[src/rtl/dft_sequencer.sv]
// dft_sequencer: drives a memory-mapped DFT accelerator over a Wishbone B3
// classic master port. Each job streams IN_WORDS operands into the data-in
// register, kicks the engine, polls status bit0, then drains OUT_WORDS
// results to the output stream. Bus errors and poll timeouts abort the job.
module dft_sequencer #(
  parameter logic [31:0] BASE_ADDR  = 32'h0000_0000,
  parameter int          IN_WORDS   = 64,
  parameter int          OUT_WORDS  = 64,
  parameter logic [31:0] DIN_OFS    = 32'h0,
  parameter logic [31:0] CTRL_OFS   = 32'h4,
  parameter logic [31:0] STAT_OFS   = 32'h8,
  parameter logic [31:0] DOUT_OFS   = 32'hC,
  parameter int          POLL_LIMIT = 1024
) (
  input  logic        clk,
  input  logic        rst_sys,
  input  logic        job_start,
  output logic        job_busy,
  output logic        job_done,
  output logic [1:0]  job_err,
  input  logic [31:0] in_data,
  input  logic        in_valid,
  output logic        in_ready,
  output logic [31:0] out_data,
  output logic        out_valid,
  input  logic        out_ready,
  output logic [31:0] wbm_adr_o,
  output logic [31:0] wbm_dat_o,
  output logic [3:0]  wbm_sel_o,
  output logic        wbm_cyc_o,
  output logic        wbm_stb_o,
  output logic        wbm_we_o,
  output logic [2:0]  wbm_cti_o,
  output logic [1:0]  wbm_bte_o,
  input  logic        wbm_ack_i,
  input  logic        wbm_err_i,
  input  logic        wbm_rty_i,
  input  logic [31:0] wbm_dat_i
);

  localparam int MAX_WORDS = (IN_WORDS > OUT_WORDS) ? IN_WORDS : OUT_WORDS;
  localparam int CW        = $clog2(MAX_WORDS + 1);
  localparam int PW        = $clog2(POLL_LIMIT + 1);

  localparam logic [CW-1:0] IN_N   = CW'(IN_WORDS);
  localparam logic [CW-1:0] OUT_N  = CW'(OUT_WORDS);
  localparam logic [PW-1:0] POLL_N = PW'(POLL_LIMIT);

  localparam logic [31:0] A_DIN  = BASE_ADDR + DIN_OFS;
  localparam logic [31:0] A_CTRL = BASE_ADDR + CTRL_OFS;
  localparam logic [31:0] A_STAT = BASE_ADDR + STAT_OFS;
  localparam logic [31:0] A_DOUT = BASE_ADDR + DOUT_OFS;

  localparam logic [2:0] S_IDLE   = 3'd0;
  localparam logic [2:0] S_LOAD   = 3'd1;
  localparam logic [2:0] S_KICK   = 3'd2;
  localparam logic [2:0] S_POLL   = 3'd3;
  localparam logic [2:0] S_UNLOAD = 3'd4;
  localparam logic [2:0] S_EMIT   = 3'd5;
  localparam logic [2:0] S_FIN    = 3'd6;

  localparam logic [1:0] ERR_OK  = 2'd0;
  localparam logic [1:0] ERR_BUS = 2'd1;
  localparam logic [1:0] ERR_TMO = 2'd2;

  // Outstanding bus request; held stable for the whole classic cycle.
  typedef struct packed {
    logic        we;
    logic [31:0] adr;
    logic [31:0] dat;
  } wb_req_t;

  logic [2:0]    state;
  logic [CW-1:0] word_cnt;
  logic [PW-1:0] poll_cnt;
  logic          cyc;
  wb_req_t       req;
  logic [31:0]   out_data_r;
  logic          out_valid_r;
  logic [1:0]    err_r;

  logic          term, bus_fail, bus_ok, in_hs;
  logic [CW-1:0] word_nxt;
  logic [PW-1:0] poll_nxt;

  // Responses only count while a cycle is open, so stray acks are harmless.
  assign term     = cyc & (wbm_ack_i | wbm_err_i | wbm_rty_i);
  assign bus_fail = cyc & (wbm_err_i | wbm_rty_i);
  assign bus_ok   = term & ~bus_fail;
  assign word_nxt = word_cnt + CW'(1);
  assign poll_nxt = poll_cnt + PW'(1);

  assign in_ready = (state == S_LOAD) && !cyc;
  assign in_hs    = in_valid & in_ready;

  assign job_busy  = (state != S_IDLE);
  assign job_done  = (state == S_FIN);
  assign job_err   = err_r;
  assign out_data  = out_data_r;
  assign out_valid = out_valid_r;

  assign wbm_adr_o = req.adr;
  assign wbm_dat_o = req.dat;
  assign wbm_we_o  = req.we;
  assign wbm_cyc_o = cyc;
  assign wbm_stb_o = cyc;
  assign wbm_sel_o = 4'hF;
  assign wbm_cti_o = 3'b000;
  assign wbm_bte_o = 2'b00;

  // Job sequencer and bus master; a cycle closes on any response and a new
  // one is only opened while cyc is low, giving the mandatory idle gap.
  always_ff @(posedge clk) begin
    if (rst_sys) begin
      state       <= S_IDLE;
      word_cnt    <= '0;
      poll_cnt    <= '0;
      cyc         <= 1'b0;
      req         <= '0;
      out_data_r  <= '0;
      out_valid_r <= 1'b0;
      err_r       <= ERR_OK;
    end else begin
      if (term) cyc <= 1'b0;
      case (state)
        S_IDLE: begin
          if (job_start) begin
            word_cnt <= '0;
            poll_cnt <= '0;
            err_r    <= ERR_OK;
            state    <= S_LOAD;
          end
        end
        S_LOAD: begin
          if (in_hs) begin
            cyc <= 1'b1;
            req <= '{we: 1'b1, adr: A_DIN, dat: in_data};
          end
          if (bus_ok) begin
            if (word_nxt == IN_N) begin
              word_cnt <= '0;
              state    <= S_KICK;
            end else begin
              word_cnt <= word_nxt;
            end
          end
        end
        S_KICK: begin
          if (!cyc) begin
            cyc <= 1'b1;
            req <= '{we: 1'b1, adr: A_CTRL, dat: 32'h1};
          end else if (bus_ok) begin
            state <= S_POLL;
          end
        end
        S_POLL: begin
          if (!cyc) begin
            cyc <= 1'b1;
            req <= '{we: 1'b0, adr: A_STAT, dat: req.dat};
          end else if (bus_ok) begin
            poll_cnt <= poll_nxt;
            if (wbm_dat_i[0]) begin
              state <= S_UNLOAD;
            end else if (poll_nxt == POLL_N) begin
              err_r <= ERR_TMO;
              state <= S_FIN;
            end
          end
        end
        S_UNLOAD: begin
          if (!cyc) begin
            cyc <= 1'b1;
            req <= '{we: 1'b0, adr: A_DOUT, dat: req.dat};
          end else if (bus_ok) begin
            out_data_r  <= wbm_dat_i;
            out_valid_r <= 1'b1;
            state       <= S_EMIT;
          end
        end
        S_EMIT: begin
          if (out_ready) begin
            out_valid_r <= 1'b0;
            word_cnt    <= word_nxt;
            state       <= (word_nxt == OUT_N) ? S_FIN : S_UNLOAD;
          end
        end
        S_FIN:   state <= S_IDLE;
        default: state <= S_IDLE;
      endcase
      // Error/retry beats everything, including a simultaneous ack.
      if (bus_fail) begin
        err_r <= ERR_BUS;
        state <= S_FIN;
      end
    end
  end

endmodule

[config.mk]
export PLATFORM = sky130hd
export DESIGN_NAME = dft_sequencer
export DESIGN_NICKNAME = d
export VERILOG_FILES = /design/src/rtl/dft_sequencer.sv
export SDC_FILE = /design/constraint.sdc
export NUM_CORES = 1
export LEC_CHECK = 0
export ABC_CLOCK_PERIOD_IN_PS = 2600
export BUFFER_PORTS_ARGS = -buffer_cell sky130_fd_sc_hd__buf_2
export CAP_MARGIN = 30
export CORE_MARGIN = 2
export CORE_UTILIZATION = 45
export DETAILED_ROUTE_END_ITERATION = 8
export PLACE_DENSITY = 0.75
export SLEW_MARGIN = 5
export SYNTH_ARGS = -nofsm -noshare
export SYNTH_HDL_FRONTEND = slang
export SYNTH_SLANG_ARGS = --single-unit
[constraint.sdc]
create_clock -name clk -period 2.6 [get_ports clk]
set_input_delay 0.26 -clock clk [delete_from_list [all_inputs] [get_ports clk]]
set_output_delay 0.26 -clock clk [all_outputs]
set_load 0.01 [all_outputs]
# [Word-level counts from Yosys, hierarchy flattened]
# Cells that the tools add are included.
[classes] n_addsub=2 n_eq_ne=38 mux=44 n_bitwise=10 n_reduce_logical=22
[ops] operator="$mux W65" count=4
[ops] operator="$pmux W65 S4" count=1
[ops] operator="$mux W3" count=13
[ops] operator="$ne A3 B3 Y1 const B" count=12
[ops] operator="$mux W11" count=3
[ops] operator="$ne A2 B2 Y1 const B" count=15
[ops] operator="$mux W7" count=4
[ops] operator="$pmux W11 S2" count=1
[ops] operator="$reduce_and A11 Y1" count=2
[ops] operator="$pmux W7 S3" count=1
[ops] operator="$pmux W3 S6" count=1
[ops] operator="$mux W2" count=6
[ops] operator="$reduce_and A4 Y1" count=3
[ops] operator="$reduce_and A6 Y1" count=2
[ops] operator="$add A11 B1 Y11 const B" count=1
[ops] operator="$eq A11 B11 Y1 const B" count=1
[ops] operator="$reduce_and A5 Y1" count=2
[ops] operator="$eq A3 B3 Y1 const B" count=3
[ops] operator="$reduce_bool A3 Y1" count=3
[ops] operator="$add A7 B1 Y7 const B" count=1
[ops] operator="$eq A7 B7 Y1 const B" count=1
[ops] operator="$mux W1" count=7
[ops] operator="$eq A3 B2 Y1 const B" count=2
[ops] operator="$reduce_bool A2 Y1" count=3
[ops] operator="other kinds (16)" count=24
[word_totals] regBits=122 in_bits=72 output_inout_bits=114

# [Logic depth before layout (Yosys ltp)]
# Gate-level depths: netlist of run 1.
[depth] ltp_word=8 depth_mapped=8

# [Least setup slack after synthesis of run 1]
# Ideal clock, no wire load.
[synth_path] path_type="flip-flop to flip-flop" startpoint="reg poll_cnt[0]" endpoint="reg state[0]" arrival_ns=1.833 required_ns=2.485 slack_ns=0.653 stages_incl_launch_ff=8 path_buffers=0 period_less_slack_ns=1.947 path_cell_list="dfxtp_1 > ha_1 > nand3_1 > nor2_1 > mux2_2 > a31o_4 > nor4b_2 > o21a_1"
[synth_via] elab_chain_len=4
[synth_rtl] item="from (decl)" line_no="75" rtl="logic [PW-1:0] poll_cnt;"
[synth_rtl] item="from (signal assigned)" line_no="161" rtl="poll_cnt <= poll_nxt;"
[synth_rtl] item="$add A11 B1 Y11" line_no="91" rtl="assign poll_nxt = poll_cnt + PW'(1);"
[synth_rtl] item="$eq A11 B11 Y1" line_no="164" rtl="end else if (poll_nxt == POLL_N) begin"
[synth_rtl] item="$ne A3 B3 Y1 (no line)"
[synth_rtl] item="$reduce_and A11 Y1 (no line)"
[synth_rtl] item="to (signal assigned)" line_no="184" rtl="state <= (word_nxt == OUT_N) ? S_FIN : S_UNLOAD;"
[synth_rtl] item="to (decl)" line_no="73" rtl="logic [2:0] state;"
# No other way between the ends.
# A chain may end at the register's enable or synchronous reset.

# [Worst setup path in the final report of run 1]
[layout_path] startpoint="reg cyc, in the netlist wbm_cyc_o" endpoint="reg word_cnt[6]"
[layout_via] elab_chain_len=5 word_cells_on_any_way=6 classes_between="1 x eq/ne; 4 x bitwise; 1 x reduce/logical"
[layout_rtl] item="from (decl)" line_no="76" rtl="logic cyc;"
[layout_rtl] item="from (signal assigned)" line_no="118" rtl="cyc <= 1'b0;"
[layout_rtl] item="from (signal assigned)" line_no="124" rtl="if (term) cyc <= 1'b0;"
[layout_rtl] item="from (signal assigned)" line_no="136" rtl="cyc <= 1'b1;"
[layout_rtl] item="$and A1 B1 Y1" line_no="88" rtl="assign bus_fail = cyc & (wbm_err_i | wbm_rty_i);"
[layout_rtl] item="$not A1 Y1" line_no="89" rtl="assign bus_ok = term & ~bus_fail;"
[layout_rtl] item="$and A1 B1 Y1 *" line_no="89"
[layout_rtl] item="$ne A2 B2 Y1 (no line) *"
[layout_rtl] item="$reduce_and A4 Y1 (no line) *"
[layout_rtl] item="to (signal assigned)" line_no="144" rtl="word_cnt <= word_nxt;"
[layout_rtl] item="to (signal assigned)" line_no="183" rtl="word_cnt <= word_nxt;"
[layout_rtl] item="to (decl)" line_no="74" rtl="logic [CW-1:0] word_cnt;"
# Every way passes the cells marked *; elsewhere a longest branch is shown, timed or not.

==> key figures, run 1 <==
Timing
  • Max-slew violations: 0
  • Final period util: 0.833
  • Final worst path period need: around 2200 ps
  • FMAX: about 460 MHz
  • RSZ-0062 raised after global routing: false
  • Fin. Hold Viols: 0
  • Relative slew slack: 0.534
  • Setup TNS: 0 ps
  • Worst-Margin Slew: between 600 and 700 ps
  • Final Setup Violations: 0
  • Worst Skew: 12.5 ps

Die
  • Die span in y: between 100 and 150 um
  • Die X: 101 um
  • # IOs: between 150 and 200
  • Full die area: between 10000 and 15000 um2
  • Starting density of the core: 0.459
  • Core ar.: around 9000 um2
  • Core Rows: 35

Finish
  • Most frequent cells in the layout: buf_2 (146), dfxtp_1 (92), nand2_1 (85), nor2_1 (71), a21oi_1 (55)
  • Fillers: about 890
  • Area of the multi-input gates: about 2100 um2
  • Commonest non-fill, non-tap cell in the layout: buf_2
  • Area Overhead vs Synth: 20.1%
  • Total Nets Final: ~730
  • Register area: ~1800 um2
  • Antenna cells: 0
  • Fraction of layout instances using a drive strength above 1: 0.278
  • Design Area, Final: ~5100 um2

Setup path
  • Slowest CP cell: dfxtp_1
  • Critical path cell sequence: and4bb_2, mux2i_1, nor2_2, nor2_1, or4_1, a21oi_1
  • Buf/Inv on CP: 0
  • Worst path max stage delay: 560 ps
  • Top delay family on crit path: simple AND/OR/NAND/NOR gates
  • Critical path data required time: around 2900 ps
  • CP max FO: 14
  • Critical path type: reg -> reg
  • Startpoint types: register
  • Reg2reg setup slack: 430 ps
  • CP endpoint kind: register
  • Data arrival, critical path: 2460 ps

CTS
  • Clk Latency, worst-skew pair: ~370 ps
  • Num CTS Buffers: 9
  • H-Tree Depth: 3
  • CTS root buf: clkbuf_8
  • Hold-fix buffers, CTS: 0
  • Postcts setup bufs: 0
  • Clock transition at path regs: ~100 ps
  • PostCTS Resize Cnt: 0
  • CTS tree: yes
  • CTS max path bufs: 2
  • CTS Sinks: 92

Synth
  • Syn Std Cell Area: roughly 4200 um2
  • #FFs+latches synth: 92
  • Mean post-synth cell area: approximately 8 um2
  • Netlist cell types: 60
  • Post-synth EDFFs: 0
  • Seq/Total Area, Yosys: 0.436
  • Yosys Warn Count: 0
  • Top FF cell, synth: dfxtp_1
  • Post-Syn Instances: between 500 and 600
  • Ys async rst share: 0

Detailed routing
  • Met2 WL: ~5000 um
  • WL met1: 4340 um
  • Routed len/inst: roughly 14 um
  • TritonRoute pass-1 iters: 5
  • Final ANT Viol Nets: 0
  • DRT Wirelength: between 10000 and 15000 um
  • Met3 wire length: slightly above 900 um
  • Top sig layer: met4
  • DRC viols: 0
  • Vias per Instance: 5.29
  • 1st-iter DRT viols: 220
  • Vias post-DR: roughly 4100

GRT
  • Tot GR Track Use: 0.202
  • Total gr overflow: 0
  • Number of global-route vias before repair: 3636
  • Initial antenna violation count: 0
  • First-pass GRT wire length: between 15000 and 20000 um
  • Largest net degree at the start of global routing: 38

Power
  • Max VDD drop: 408 uV
  • P per Cell Area: 721 nW/um2
  • Power Total: 3.66 mW
  • P_leak: about 2.2 nW

Status
  • Status: complete, no violations

Job
  • Max_cap viols: 0

Placement
  • DP Wirelength: roughly 7600 um
  • Port bufs: approximately 150
  • Placed cell area: 4860 um2
  • RD Place Congestion: a little under 0.9

Hold path
  • Worst hold path class: in -> reg
[sequential cells by signal (all words and copies together), names as in the netlist]
name	flops
wbm_we_o	1
wbm_adr_o	2
wbm_cyc_o	1
job_err	2
out_valid	1
out_data	32
wbm_dat_o	32
state	3
word_cnt	7
poll_cnt	11
[Yosys cell counts, types with 2 or more instances]
library cell	number	area share
a211oi_1	2	0.0036
a21oi_1	55	0.065
a221oi_1	3	0.0062
a22oi_1	33	0.059
a311oi_1	3	0.0062
a31oi_1	4	0.0059
and2_1	3	0.0044
and3_1	4	0.0059
buf_1	3	0.0027
buf_4	40	0.071
clkbuf_1	30	0.027
conb_1	2	0.0018
dfxtp_1	92	0.44
ha_1	2	0.0059
inv_1	5	0.0044
mux2i_1	5	0.012
nand2_1	85	0.076
nand2b_1	5	0.0074
nand3_1	6	0.0071
nand3b_1	4	0.0071
nand4_1	3	0.0044
nor2_1	71	0.063
nor2b_1	2	0.0030
nor3_1	7	0.0083
nor4_1	4	0.0059
o21a_1	2	0.0036
o21ai_0	13	0.015
o22ai_1	4	0.0059
or2_2	3	0.0044
or3_1	3	0.0044
[per-layer routing]
metal / up-vias / track usage
met1: 1847 / 0.242
met2: 203 / 0.330
met5: - / 0
met4: 0 / 0.0967
met3: 21 / 0.0624
li1: 2001 / -
[report_power, final]
part | internal, mW | total [mW] | switching (mW)
clock network | 0.391 | 0.935 | 0.544
registers | 1.51 | 1.65 | 0.143
logic | 0.415 | 1.07 | 0.658
total | 2.32 | 3.66 | 1.34
[cell type report]
type | count | share of cell area
clock buffer | 10 | 0.0271
timing repair buffer | 153 | 0.161
inverter | 5 | 0.00370
tap | 111 | 0.0274
multi-input combinational | 393 | 0.408
sequential | 92 | 0.363
clock inverter | 6 | 0.0104
[cells by family (layout without fill, tap and decap cells)]
group                      Yosys count  in the layout  share of synthesized area
AOI/OAI and AO/OA                  135            135                      0.205
xor gates and xnor gates             1              1                    0.00207
adders and majority gates            2              2                    0.00592
buffers and inverters               80            174                      0.109
DFF                                 92             92                      0.436
muxes                                7              7                     0.0198
other                                2             39                    0.00178
and+or+nand+nor                    209            209                      0.221
[worst register-to-register path: stages (launching register included)]
cell and delay [ps]:
dfxtp_1 560, and4bb_2 370, mux2i_1 120, nor2_2 240, nor2_1 160, or4_1 520
a21oi_1 150
[stage by stage]
step	hold slack, ps	utilization	std cells	worst slack (ps)
3_3_place_gp	439	0.528	753	516
6_report	115	0.552	770	435
4_1_cts	108	0.549	769	375
5_1_grt	109	0.552	770	235
2_1_floorplan	396	-	565	653
3_5_place_dp	444	0.528	753	401
[worst paths after layout]
path                            startpoint                       end  cells after the start
setup / recovery      wbm_cyc_o$_SDFF_PP0_  word_cnt[6]$_SDFFE_PP0P_                      6
hold / removal                wbm_dat_i[2]  out_data[2]$_SDFFE_PP0P_                      3
setup reg to reg      wbm_cyc_o$_SDFF_PP0_  word_cnt[6]$_SDFFE_PP0P_                      6
hold reg to reg   out_data[1]$_SDFFE_PP0P_  out_data[1]$_SDFFE_PP0P_                      2
Note: power is estimated with default switching activity, not from simulation.
==> run 2: changes to the inputs <==
- ABC_CLOCK_PERIOD_IN_PS: 2600 -> 2100
- clock period: 2.6 -> 2.1 ns (I/O delays scaled with it)
==> run 2 against run 1 <==
Net effect: combinational power increased by 38%; global-route usage is 0.45 points lower; fmax rose by 9.7%; design area up 2.1%; count of clock-buffer cells in the layout fell by 1; sequential share of layout area decreased by 0.69 points; die area stayed put; largest cell class unchanged.
==> key figures, run 2 (same netlist as run 1, synthesis figures left out) <==
Status
  • Status: complete, no violations

Die
  • Core ar.: 9200 um2 (unchanged)
  • Die X: 101 um (unchanged)
  • Starting density of the core: 0.459 (unchanged)
  • Core Rows: 35 (unchanged)
  • # IOs: 186 (unchanged)
  • Die span in y: 101 um (unchanged)
  • Full die area: 10200 um2 (unchanged)

CTS
  • CTS Sinks: 92 (unchanged)
  • Num CTS Buffers: 9 (unchanged)
  • Clock transition at path regs: 110 ps (about the same)
  • Postcts setup bufs: 0 (unchanged)
  • CTS tree: yes
  • Clk Latency, worst-skew pair: 370 ps (about the same)
  • H-Tree Depth: 3 (unchanged)
  • CTS root buf: clkbuf_8
  • CTS max path bufs: 2 (unchanged)

Setup path
  • Reg2reg setup slack: 130 ps (-310 ps)
  • Startpoint types: register
  • CP endpoint kind: register
  • Critical path data required time: 2360 ps (-540 ps)
  • CP max FO: 5 (-9)
  • Slowest CP cell: or3_1
  • Data arrival, critical path: 2230 ps (-230 ps)
  • Worst path max stage delay: 480 ps (-80 ps)
  • Critical path cell sequence: nand3_2, or3_1, mux2i_4, a31o_4, nor4b_2, o21a_1
  • Critical path type: reg -> reg

Timing
  • Final worst path period need: 1970 ps (-191 ps)
  • Max-slew violations: 0 (unchanged)
  • WHS: 61.8 ps (-53.1 ps)
  • RSZ-0062 raised after global routing: false
  • Final Setup Violations: 0 (unchanged)
  • Setup TNS: 0 ps (unchanged)
  • FMAX: 507 MHz (+9.7%)
  • Final period util: 0.940 (+0.107)
  • Worst Skew: 15.5 ps (+2.95 ps)
  • Fin. Hold Viols: 0 (unchanged)

Hold path
  • Worst hold path class: in -> reg

GRT
  • Number of global-route vias before repair: 3536 (-2.8%)
  • Total gr overflow: 0 (unchanged)
  • First-pass GRT wire length: 16300 um (-2.4%)
  • Largest net degree at the start of global routing: 88 (+130%)
  • Initial antenna violation count: 0 (unchanged)
  • Tot GR Track Use: 0.198 (-0.00446)

Finish
  • Fraction of layout instances using a drive strength above 1: 0.290 (+0.0127)
  • Antenna cells: 0 (unchanged)
  • Total Nets Final: 737 (+1.2%)
  • Most frequent cells in the layout: buf_2 (146), dfxtp_1 (90), nand2_1 (85), nor2_1 (71), a21oi_1 (55)
  • Area Overhead vs Synth: 22.6%
  • Commonest non-fill, non-tap cell in the layout: buf_2

Job
  • Max_cap viols: 0 (unchanged)

Power
  • P per Cell Area: 912 nW/um2 (+26%)
  • Max VDD drop: 514 uV (+26%)
  • P_leak: 2.27 nW (+2.6%)

Detailed routing
  • DRT Wirelength: 10400 um (-1.2%)
  • Vias post-DR: 4033 (-0.96%)
  • DRC viols: 0 (unchanged)
  • Final ANT Viol Nets: 0 (unchanged)
  • 1st-iter DRT viols: 287 (+30%)
  • TritonRoute pass-1 iters: 5 (unchanged)
  • Vias per Instance: 5.18 (-2.1%)
  • Routed len/inst: 13.4 um (-2.3%)

Placement
  • DP Wirelength: 7380 um (-2.8%)
  • RD Place Congestion: 0.886 (+2.4%)
  • Port bufs: 146 (unchanged)
run 2: cell types whose count changed in the layout (fill, tap and decap cells not counted), moves of 2 or more:
cell      before  now
dfxtp_1       92   90
buf_4          5   13
clkinv_8       0    2
dfxtp_2        0    2
buf_12         1    3
run 2: path summary, 6_finish.rpt:
kind	from	endpoint	depth (start not counted)
min	wbm_dat_i[16]	out_data[16]$_SDFFE_PP0P_	3
max	poll_cnt[2]$_SDFFE_PP0P_	state[0]$_SDFFE_PP0P_	6
min reg2reg	out_data[6]$_SDFFE_PP0P_	out_data[6]$_SDFFE_PP0P_	2
max reg2reg	poll_cnt[2]$_SDFFE_PP0P_	state[0]$_SDFFE_PP0P_	6
run 2: timing repair:
action	in CTS	in global routing
setup endpoints to repair	0	1
hold buffers	0	0
gates resized for setup	0	2
run 2: routing by layer:
layer / up-vias / part of all wire / global-route usage
li1: 2021 / - / -
met1: 1833 / 0.42 / 0.244
met2: 160 / 0.48 / 0.325
met3: 19 / 0.079 / 0.0645
met4: 0 / 0.019 / 0.0676
met5: - / 0 / 0
run 2: final cells by class:
| cell class | count | area, um2 |
|---|---|---|
| Clock buffer | 9 | 124 |
| Clock inverter | 7 | 96.3 |
| Fill cell | 883 | 4020 |
| Inverter | 5 | 18.8 |
| Multi-Input combinational cell | 393 | 2070 |
| Sequential cell | 92 | 1840 |
| Tap cell | 111 | 139 |
| Timing Repair Buffer | 162 | 888 |
run 2: per-stage QoR:
stage	cells	area [um2]	setup WS, ps	power [mW]	util
finish	779	5180	126	4.72	0.563
global route	779	5180	39.3	5.03	0.563
CTS	779	5180	66.7	4.75	0.563
detailed placement	763	4960	108	3.47	0.539
global placement	763	4960	156	3.42	0.539
floorplan	565	4360	153	3.03	-
run 2: critical path: cells and delay by family (launching register included):
| family | cells | cell delay (ps) |
|---|---|---|
| multiplexers | 1 | 240 |
| flip-flops | 1 | 450 |
| AO/OA/AOI/OAI | 2 | 440 |
| AND/OR/NAND/NOR | 3 | 730 |
run 2: where the power goes:
part	switching [mW]	internal, mW
combinational	0.897	0.585
clock	0.696	0.583
sequential	0.0937	1.87
